File: src/rtl/controller_pkg.sv
// rtl/controller_pkg.sv - control_mode constants, sampler FSM states and float constants
package controller_pkg;

   localparam logic [1:0] MODE_POSITION     = 2'b00;
   localparam logic [1:0] MODE_VELOCITY     = 2'b01;
   localparam logic [1:0] MODE_DISPLACEMENT = 2'b10;
   localparam logic [1:0] MODE_NONE         = 2'b11;

   // Exponent that a value whose magnitude already has bit 31 set ends up with.
   localparam logic [7:0] EXP_TOP = 8'd158;

   typedef enum logic [2:0] {
      IDLE,
      CAPTURE,
      NORMALIZE,
      PACK,
      STROBE
   } fsm_state_t;

endpackage

File: src/rtl/int_to_float_seq.sv
// rtl/int_to_float_seq.sv - shift-based signed int32 to IEEE-754 single converter
// One left shift per cycle until the magnitude is normalised; result truncates toward zero.
module int_to_float_seq
   import controller_pkg::*;
(
   input  logic        clock,
   input  logic        reset,
   input  logic        start,
   input  logic [31:0] value,
   output logic        done,
   output logic [31:0] result
);

   logic        running;
   logic        sign;
   logic [31:0] mag;
   logic [7:0]  exponent;
   logic        finished;

   assign finished = (mag == 32'd0) || mag[31];

   always_ff @(posedge clock or posedge reset) begin
      if (reset) begin
         running  <= 1'b0;
         sign     <= 1'b0;
         mag      <= '0;
         exponent <= '0;
      end else if (start) begin
         running  <= 1'b1;
         sign     <= value[31];
         mag      <= value[31] ? (~value + 32'd1) : value;
         exponent <= EXP_TOP;
      end else if (running) begin
         if (finished) begin
            running <= 1'b0;
         end else begin
            mag      <= mag << 1;
            exponent <= exponent - 8'd1;
         end
      end
   end

   // mag/exponent hold once normalised, so result stays valid after done.
   assign done   = running && finished;
   assign result = (mag == 32'd0) ? 32'd0 : {sign, exponent, mag[30:8]};

endmodule

File: src/rtl/controller_state_sampler.sv
// rtl/controller_state_sampler.sv - periodic measurement sampler feeding the PID stage
// Each update tick captures the selected measurement and emits it as a float with a strobe.
module controller_state_sampler
   import controller_pkg::*;
#(
   parameter int UPDATE_DIV = 50000
) (
   input  logic        clock,
   input  logic        reset,
   input  logic        enable,
   input  logic [1:0]  control_mode,
   input  logic [31:0] position,
   input  logic [31:0] displacement,
   output logic [31:0] state,
   output logic [31:0] velocity,
   output logic        update_controller,
   output logic        busy
);

   localparam int CW = (UPDATE_DIV > 1) ? $clog2(UPDATE_DIV) : 1;

   logic [CW-1:0] count;
   logic          tick;
   fsm_state_t    fsm;
   logic [31:0]   pos_prev;
   logic          first_sample;
   logic [31:0]   new_velocity;
   logic [31:0]   source;
   logic          start;
   logic          conv_done;
   logic [31:0]   result;

   assign tick = enable && (count == CW'(UPDATE_DIV - 1));

   always_ff @(posedge clock or posedge reset) begin
      if (reset) begin
         count <= '0;
      end else if (!enable || tick) begin
         count <= '0;
      end else begin
         count <= count + CW'(1);
      end
   end

   assign new_velocity = first_sample ? 32'd0 : (position - pos_prev);

   always_comb begin
      source = 32'd0;
      case (control_mode)
         MODE_POSITION:     source = position;
         MODE_VELOCITY:     source = new_velocity;
         MODE_DISPLACEMENT: source = displacement;
         default:           source = 32'd0;
      endcase
   end

   assign start = (fsm == CAPTURE);

   int_to_float_seq u_convert (
      .clock  (clock),
      .reset  (reset),
      .start  (start),
      .value  (source),
      .done   (conv_done),
      .result (result)
   );

   // Ticks outside IDLE are dropped on purpose: a late sample is worse than a skipped one.
   always_ff @(posedge clock or posedge reset) begin
      if (reset) begin
         fsm               <= IDLE;
         state             <= '0;
         velocity          <= '0;
         update_controller <= 1'b0;
         busy              <= 1'b0;
         pos_prev          <= '0;
         first_sample      <= 1'b1;
      end else begin
         update_controller <= 1'b0;
         case (fsm)
            IDLE: begin
               if (tick) begin
                  fsm  <= CAPTURE;
                  busy <= 1'b1;
               end
            end
            CAPTURE: begin
               velocity     <= new_velocity;
               pos_prev     <= position;
               first_sample <= 1'b0;
               fsm          <= NORMALIZE;
            end
            NORMALIZE: begin
               if (conv_done) fsm <= PACK;
            end
            PACK: begin
               state             <= result;
               update_controller <= 1'b1;
               fsm               <= STROBE;
            end
            STROBE: begin
               busy <= 1'b0;
               fsm  <= IDLE;
            end
            default: begin
               busy <= 1'b0;
               fsm  <= IDLE;
            end
         endcase
      end
   end

endmodule

File: config.mk
export PLATFORM = sky130hd
export DESIGN_NAME = controller_state_sampler
export DESIGN_NICKNAME = d
export VERILOG_FILES = /design/src/rtl/controller_pkg.sv /design/src/rtl/int_to_float_seq.sv /design/src/rtl/controller_state_sampler.sv
export SDC_FILE = /design/constraint.sdc
export NUM_CORES = 1
export LEC_CHECK = 0
export ABC_AREA = 0
export CORE_AREA = 2 2 155 157
export DETAILED_ROUTE_END_ITERATION = 10
export DIE_AREA = 0 0 157 159
export GPL_TIMING_DRIVEN = 0
export PLACE_DENSITY_LB_ADDON = 0.3
export RECOVER_POWER = 50
export SYNTH_ARGS = -nofsm -noshare
export SYNTH_HDL_FRONTEND = slang
export SYNTH_SLANG_ARGS = --single-unit
File: constraint.sdc
create_clock -name clock -period 5 [get_ports clock]
set_input_delay 1 -clock clock [delete_from_list [all_inputs] [get_ports clock]]
set_output_delay 1 -clock clock [all_outputs]
set_load 0.05 [all_outputs]
==> impl_metrics.env, run 1 <==
export IMPL_critPathTopFamily="compound AO/OA/AOI/OAI gates"
export IMPL_clk_pin_slew_ns=0.08
export IMPL_vias=9958
export IMPL_multi_input_area_um2=5900
export IMPL_path_cells="clkdlybuf4s50_1, inv_1, ha_1, fa_1, and2b_1, o2111ai_4, a21o_1, a311oi_2, nor4b_4, nand3_2, a211o_1, or4_4, o2111a_1, a211oi_1"
export IMPL_r2r_start="pos_prev[0]"
export IMPL_dpl_cell_count=1713
export IMPL_whs_endpoint="count[0]"
export IMPL_synth_common_cells="nand2_1, dfrtp_1, o21ai_0"
export IMPL_row_count=56
export IMPL_async_reset_ff_frac=1.00
export IMPL_fin_crit_sh=0.966
export IMPL_drc_errors=0
export IMPL_grt_pass1_wl_mm=50.1
export IMPL_fin_nets=1517
export IMPL_finalWeightedCongestion=0.953
export IMPL_drtIter0Drc=736
export IMPL_min_path_cells=1
export IMPL_r2r_end="u_convert.mag[29]"
export IMPL_n_antenna_cell=0
export IMPL_clock_power_share=0.245
export IMPL_routed_wl_mm=31.9
export IMPL_netSwitchingPower_mw=2.45
export IMPL_syn_to_final_growth_pct=23.2
export IMPL_finalSetupViolCount=0
export IMPL_synth_nets=1361
export IMPL_clk_path_buf_depth=2
export IMPL_firstDrtPassIters=7
export IMPL_p_int_mw=3.19
export IMPL_power_frac_comb=0.427
export IMPL_timing_final_ws_setup_ns=0.169
export IMPL_cp_end_kind="flop"
export IMPL_clock_latency_ns=0.45
export IMPL_status="finished with violations"
export IMPL_numCtsBuffers=17
export IMPL_worstPathRequired_ns=5.35
export IMPL_hold_path_class="flop to flop"
export IMPL_cts_hold_buf=0
export IMPL_ant_nets=0
export IMPL_drv_slew=69
export IMPL_drive_above_1_share=0.0624
export IMPL_setup_tns_ns=0
export IMPL_post_synth_num_cell_types=83
export IMPL_peakVddDrop_mv=0.221
export IMPL_violations="max-capacitance violations, max-slew violations"
export IMPL_synth_area_top_cells="dfrtp_1, nand2_1, o21ai_0"
export IMPL_tightest_slew_ns=2.06
export IMPL_grt_max_degree=40
export IMPL_place_hpwl_mm=24.6
export IMPL_fin_crit_ns=4.83
export IMPL_cts_htree_levels=4
export IMPL_synth_main_ff_cell="dfrtp_1"
export IMPL_postSynthAreaPerCell_um2=8.23
export IMPL_cpPeakStageDelay_ns=0.58
export IMPL_cts_sinks=160
export IMPL_grt_pass1_vias=9327
export IMPL_ys_warn_count=0
export IMPL_dieArea_um2=25000
export IMPL_maxCapViolCount=2
export IMPL_p_seq_frac=0.328
export IMPL_synth_edf_count=0
export IMPL_via_per_inst=5.71
export IMPL_critPathBufInv=2
export IMPL_reg2reg_slack_ns=0.92
export IMPL_synth_top_cell_by_area="dfrtp_1"
export IMPL_synth_top_area_frac=0.384
export IMPL_place_ws_ns=-0.325
export IMPL_ys_ff_latch=160
export IMPL_p_sw_frac=0.435
export IMPL_fin_cells=1745
export IMPL_slew_headroom=-0.374
export IMPL_seq_area_um2=4010
export IMPL_grt_total_usage=0.255
export IMPL_tritoncts="yes"
export IMPL_grt_ovfl_total=0
export IMPL_reg2reg_depth=12
export IMPL_wire_per_inst_um=18.3
export IMPL_antenna_found_initial=0
export IMPL_fillers=2184
export IMPL_synth_area_um2=10300
export IMPL_chipHeight_um=159
export IMPL_cp_slowest_cell="or4_4"
export IMPL_syn_inst=1257
export IMPL_core_um2=23200
export IMPL_skew_ns=0.0141
export IMPL_io_pins=135
export IMPL_die_x_um=157
export IMPL_power_density_nw_per_um2=443
export IMPL_clockRootBuffer="clkbuf_16"
export IMPL_cp_start_kind="input port"
export IMPL_total_leakage_power_nw=5.52
export IMPL_yosys_cell_count_top_type="nand2_1"
export IMPL_fmax_ghz=0.207
export IMPL_hp_start="count[0]"
export IMPL_ys_seq_area_frac=0.387
export IMPL_initial_core_util=0.446
export IMPL_hold_viol=0
export IMPL_crit_type="input port to flop"
export IMPL_cp_max_fo=6
export IMPL_arrival_ns=5.18
export IMPL_portBuffers=133
[timing repair]
| action | 4_1_cts | 5_1_grt |
|---|---|---|
| endpoints found under the setup margin | 0 | 6 |
| resized for setup | 0 | 5 |
| setup buffers | 0 | 0 |
[stage by stage]
stage	area, um^2	hold WS [ns]	total power [mW]	util
4_1_cts	12800	0.471	5.62	0.551
6_report	12700	0.465	5.64	0.550
5_1_grt	12700	0.490	5.95	0.550
2_1_floorplan	10400	0.425	3.46	-
3_5_place_dp	12200	0.460	4.23	0.524
3_3_place_gp	12100	0.448	4.18	0.521
[cells by family (layout without fill, tap and decap cells)]
logic type	count (synthesis)	in the layout	share of synthesized area
fa+ha+maj	35	35	0.0430
flops	160	160	0.387
simple gates	521	521	0.228
buf+inv	119	288	0.0444
compound gates	322	322	0.208
xor+xnor	61	61	0.0516
mux	39	39	0.0380
[cells in the final DEF, fill, tap and decap left out, types with 15 or more instances in the layout]
master / synthesis / routed
clkbuf_1: 55 / 58
inv_1: 48 / 47
dfrtp_1: 159 / 159
mux2i_1: 37 / 37
nor4_1: 15 / 15
nor2_1: 92 / 92
o21ai_0: 105 / 104
clkdlybuf4s50_1: 0 / 131
nand2_1: 289 / 289
ha_1: 34 / 34
nor3_1: 17 / 17
xor2_1: 30 / 30
nand3_1: 22 / 21
clkbuf_16: 0 / 17
xnor2_1: 31 / 31
nand4_1: 18 / 18
a21oi_1: 59 / 58
[per-layer routing]
layer	vias up	GRT usage	share of wire
met5	-	0	0
met4	0	0.0851	0.026
met3	51	0.0474	0.068
met2	376	0.406	0.46
met1	4773	0.349	0.44
li1	4758	-	-
[state kept, by name, summed over array words and instances, names as in the netlist]
| name | count |
|---|---|
| busy | 1 |
| count | 16 |
| first_sample | 1 |
| fsm | 3 |
| pos_prev | 32 |
| state | 32 |
| u_convert.exponent | 8 |
| u_convert.mag | 32 |
| u_convert.running | 1 |
| u_convert.sign | 1 |
| update_controller | 1 |
| velocity | 32 |
[power groups by stage]
stage | Combinational [mW] | Clock, mW | Sequential [mW]
2_1_floorplan | 1.27 | 0 | 2.20
3_3_place_gp | 2.32 | 0 | 1.86
3_5_place_dp | 2.37 | 0 | 1.87
4_1_cts | 2.38 | 1.39 | 1.84
5_1_grt | 2.61 | 1.45 | 1.89
6_report | 2.41 | 1.38 | 1.85
[worst max path at each step]
stage | cells after the start | endpoint | startpoint
2_1_floorplan | 13 | u_convert.mag[29] | position[0]
3_3_place_gp | 14 | u_convert.mag[29] | position[0]
3_5_place_dp | 14 | u_convert.mag[29] | position[0]
4_1_cts | 14 | u_convert.mag[29] | position[0]
5_1_grt | 14 | u_convert.mag[26] | position[0]
6_report | 14 | u_convert.mag[29] | position[0]
[final cells by class]
cell class                      instances  share of cell area
Timing Repair Buffer                  137               0.107
Inverter                               48              0.0142
Buffer                                 71              0.0219
Tap cell                              319              0.0313
Clock buffer                           17              0.0334
Sequential cell                       160               0.314
Clock inverter                         15              0.0149
Multi-Input combinational cell        978               0.463
Power figures use the tool's default switching activity.
==> inputs of run 2 (changes only) <==
Settings changed: CORE_AREA 2 2 155 157 to 2 2 151 153, DIE_AREA 0 0 157 159 to 0 0 153 155, GPL_TIMING_DRIVEN 0 to 1, PLACE_DENSITY_LB_ADDON 0.3 to 0.12, SYNTH_HIERARCHICAL set to 1.
==> run 2 against run 1 <==
Against the previous run:
- the run still ends with max-capacitance violations, max-slew violations left
- non-clock buffer count grew 95
- sequential cell count is the same
- first-iteration DRC count is 22% lower
- synthesized cell count fell by 14%
- die area is 5.0% lower
- final cell count down 7.7%
- power shrank 45%
- count of clock-buffer cells in the layout is the same
- setup slack worse by 0.060 ns
- clock power about the same
- highest routed layer unchanged
==> impl_metrics.env, run 2 <==
export IMPL_synth_nets=1179
export IMPL_finalSetupViolCount=0
export IMPL_setup_tns_ns=0
export IMPL_core_um2=22200
export IMPL_postSynthAreaPerCell_um2=9.10
export IMPL_total_leakage_power_nw=6.05
export IMPL_drc_errors=0
export IMPL_tightest_slew_ns=3.12
export IMPL_finalWeightedCongestion=0.938
export IMPL_numCtsBuffers=17
export IMPL_fillers=1984
export IMPL_drive_above_1_share=0.202
export IMPL_fin_crit_sh=0.978
export IMPL_drtIter0Drc=574
export IMPL_p_seq_frac=0.420
export IMPL_netSwitchingPower_mw=0.865
export IMPL_status="finished with violations"
export IMPL_crit_type="input port to flop"
export IMPL_p_sw_frac=0.280
export IMPL_grt_total_usage=0.239
export IMPL_clock_power_share=0.441
export IMPL_cp_max_fo=4
export IMPL_grt_pass1_wl_mm=45.6
export IMPL_async_reset_ff_frac=1.00
export IMPL_timing_final_ws_setup_ns=0.109
export IMPL_multi_input_area_um2=5390
export IMPL_hold_path_class="flop to flop"
export IMPL_finalInstanceArea_um2=13200
export IMPL_post_synth_num_cell_types=62
export IMPL_portBuffers=134
export IMPL_tritoncts="yes"
export IMPL_hold_viol=0
export IMPL_syn_to_final_growth_pct=34.6
export IMPL_initial_core_util=0.440
export IMPL_arrival_ns=5.26
export IMPL_dieArea_um2=23700
export IMPL_power_density_nw_per_um2=234
export IMPL_fin_crit_ns=4.89
export IMPL_worstPathRequired_ns=5.37
export IMPL_clk_path_buf_depth=2
export IMPL_layout_common_cells="buf_4, dfrtp_1, clkdlybuf4s50_1"
export IMPL_n_antenna_cell=0
export IMPL_power_frac_comb=0.139
export IMPL_grt_ovfl_total=0
export IMPL_ant_nets=0
export IMPL_ys_warn_count=6
export IMPL_io_pins=135
export IMPL_clock_latency_ns=0.43
export IMPL_cts_htree_levels=4
export IMPL_synth_edf_count=0
export IMPL_ys_ff_latch=160
export IMPL_row_count=55
export IMPL_via_per_inst=5.53
export IMPL_antenna_found_initial=0
export IMPL_grt_max_degree=86
export IMPL_ys_seq_area_frac=0.409
export IMPL_place_area_um2=12400
export IMPL_power_mw=3.08
export IMPL_die_x_um=153
export IMPL_cp_start_kind="input port"
export IMPL_yosys_cell_count_top_type="dfrtp_1"
export IMPL_skew_ns=0.0112
export IMPL_routed_wl_mm=28.4
export IMPL_p_int_mw=2.22
export IMPL_syn_inst=1075
export IMPL_synth_main_ff_cell="dfrtp_1"
export IMPL_fin_nets=1417
export IMPL_place_ws_ns=-0.512
export IMPL_peakVddDrop_mv=0.211
export IMPL_chipHeight_um=155
export IMPL_drv_slew=193
export IMPL_grt_pass1_vias=8668
export IMPL_violations="max-capacitance violations, max-slew violations"
export IMPL_vias=8916
export IMPL_place_hpwl_mm=21.3
export IMPL_firstDrtPassIters=6
export IMPL_wire_per_inst_um=17.6
export IMPL_synth_area_top_cells="dfrtp_1, ha_1, xor2_1"
export IMPL_synth_top_cell_by_area="dfrtp_1"
export IMPL_clockRootBuffer="clkbuf_16"
export IMPL_clk_pin_slew_ns=0.07
export IMPL_cts_sinks=160
export IMPL_synth_area_um2=9780
export IMPL_fmax_ghz=0.204
export IMPL_maxCapViolCount=4
export IMPL_synth_common_cells="dfrtp_1, nand2_1, clkbuf_1"
export IMPL_seq_area_um2=4010
export IMPL_cp_end_kind="flop"
export IMPL_synth_top_area_frac=0.407
export IMPL_final_core_util=0.593
export IMPL_final_common_cell="buf_4"
export IMPL_slew_headroom=-1.08
==> run 2: changes by cell type after synthesis, sizes merged, moves of 18 or more <==
cell,change
xor2,+18
clkbuf,+24
mux2,+30
o41ai,+18
o21ai,-37
a221oi,+29
nand2,-182
nor2,-32
==> run 2: logic make-up after synthesis <==
group	after synthesis	share of synthesized area
DFF	160	0.409
AOI/OAI and AO/OA	310	0.212
and+or+nand+nor	302	0.151
xor gates and xnor gates	63	0.0564
muxes	68	0.0737
buffers and inverters	137	0.0529
adders and majority gates	35	0.0455
==> run 2: worst paths after layout <==
| kind | cells past startpoint | end | startpoint | slack [ns] |
|---|---|---|---|---|
| worst max-delay path | 14 | u_convert/mag[31] | position[4] | 0.11 |
| worst min-delay path | 1 | count[0] | count[0] | 0.47 |
| worst max register to register | 14 | u_convert/mag[31] | pos_prev[0] | 0.66 |
| worst min register to register | 1 | count[0] | count[0] | 0.47 |
| max in group asynchronous | 3 | pos_prev[16] | reset | 0.74 |
| min in group asynchronous | 2 | count[2] | reset | 1.59 |
==> run 2: worst max-delay path, cell delays in order <==
cell	delay, ns
clkdlybuf4s50_1	0.44
ha_1	0.32
a21o_1	0.21
a21o_2	0.26
o2111ai_4	0.27
nand3_2	0.14
a221oi_4	0.34
xor2_1	0.24
o22ai_1	0.13
or4_4	0.44
or4_4	0.54
or4_4	0.42
o32a_1	0.29
o21ba_1	0.21
==> run 2: per-stage QoR <==
| step | hold slack (ns) | cells |
|---|---|---|
| after floorplan | 0.433 | 1075 |
| after global placement | 0.457 | 1574 |
| after detailed placement | 0.461 | 1574 |
| after CTS | 0.470 | 1606 |
| after global routing | 0.488 | 1611 |
| final | 0.467 | 1611 |
==> run 2: area by class of cell <==
class                           instances  share of cell area
Sequential cell                       160               0.304
Tap cell                              285              0.0271
Timing Repair Buffer                  303               0.198
Multi-Input combinational cell        778               0.409
Clock inverter                         15              0.0144
Clock buffer                           17              0.0323
Inverter                               53              0.0153
==> run 2: repair_timing <==
action | in CTS | in global routing
hold endpoints to repair | 0 | 0
hold buffers | 0 | 0
setup buffers | 0 | 5
pin swaps | 1 | 15
setup endpoints to repair | 1 | 6
cloned | 0 | 0
gates resized for setup | 2 | 22
==> run 2: power groups by stage <==
stage | logic (mW) | registers [mW] | clock network (mW)
after floorplan | 0.196 | 1.32 | 0
after global placement | 0.417 | 1.32 | 0
after detailed placement | 0.418 | 1.32 | 0
after CTS | 0.421 | 1.30 | 1.38
after global routing | 0.463 | 1.30 | 1.44
final | 0.427 | 1.30 | 1.36
==> run 2: per-layer routing <==
layer | wire length, um | GRT usage | part of all wire | vias up
met2 | 13100 | 0.383 | 0.46 | 245
li1 | - | - | - | 4380
met3 | 1140 | 0.0306 | 0.040 | 50
met5 | 0 | 0 | 0 | -
met1 | 13600 | 0.339 | 0.48 | 4241
met4 | 602 | 0.0780 | 0.021 | 0
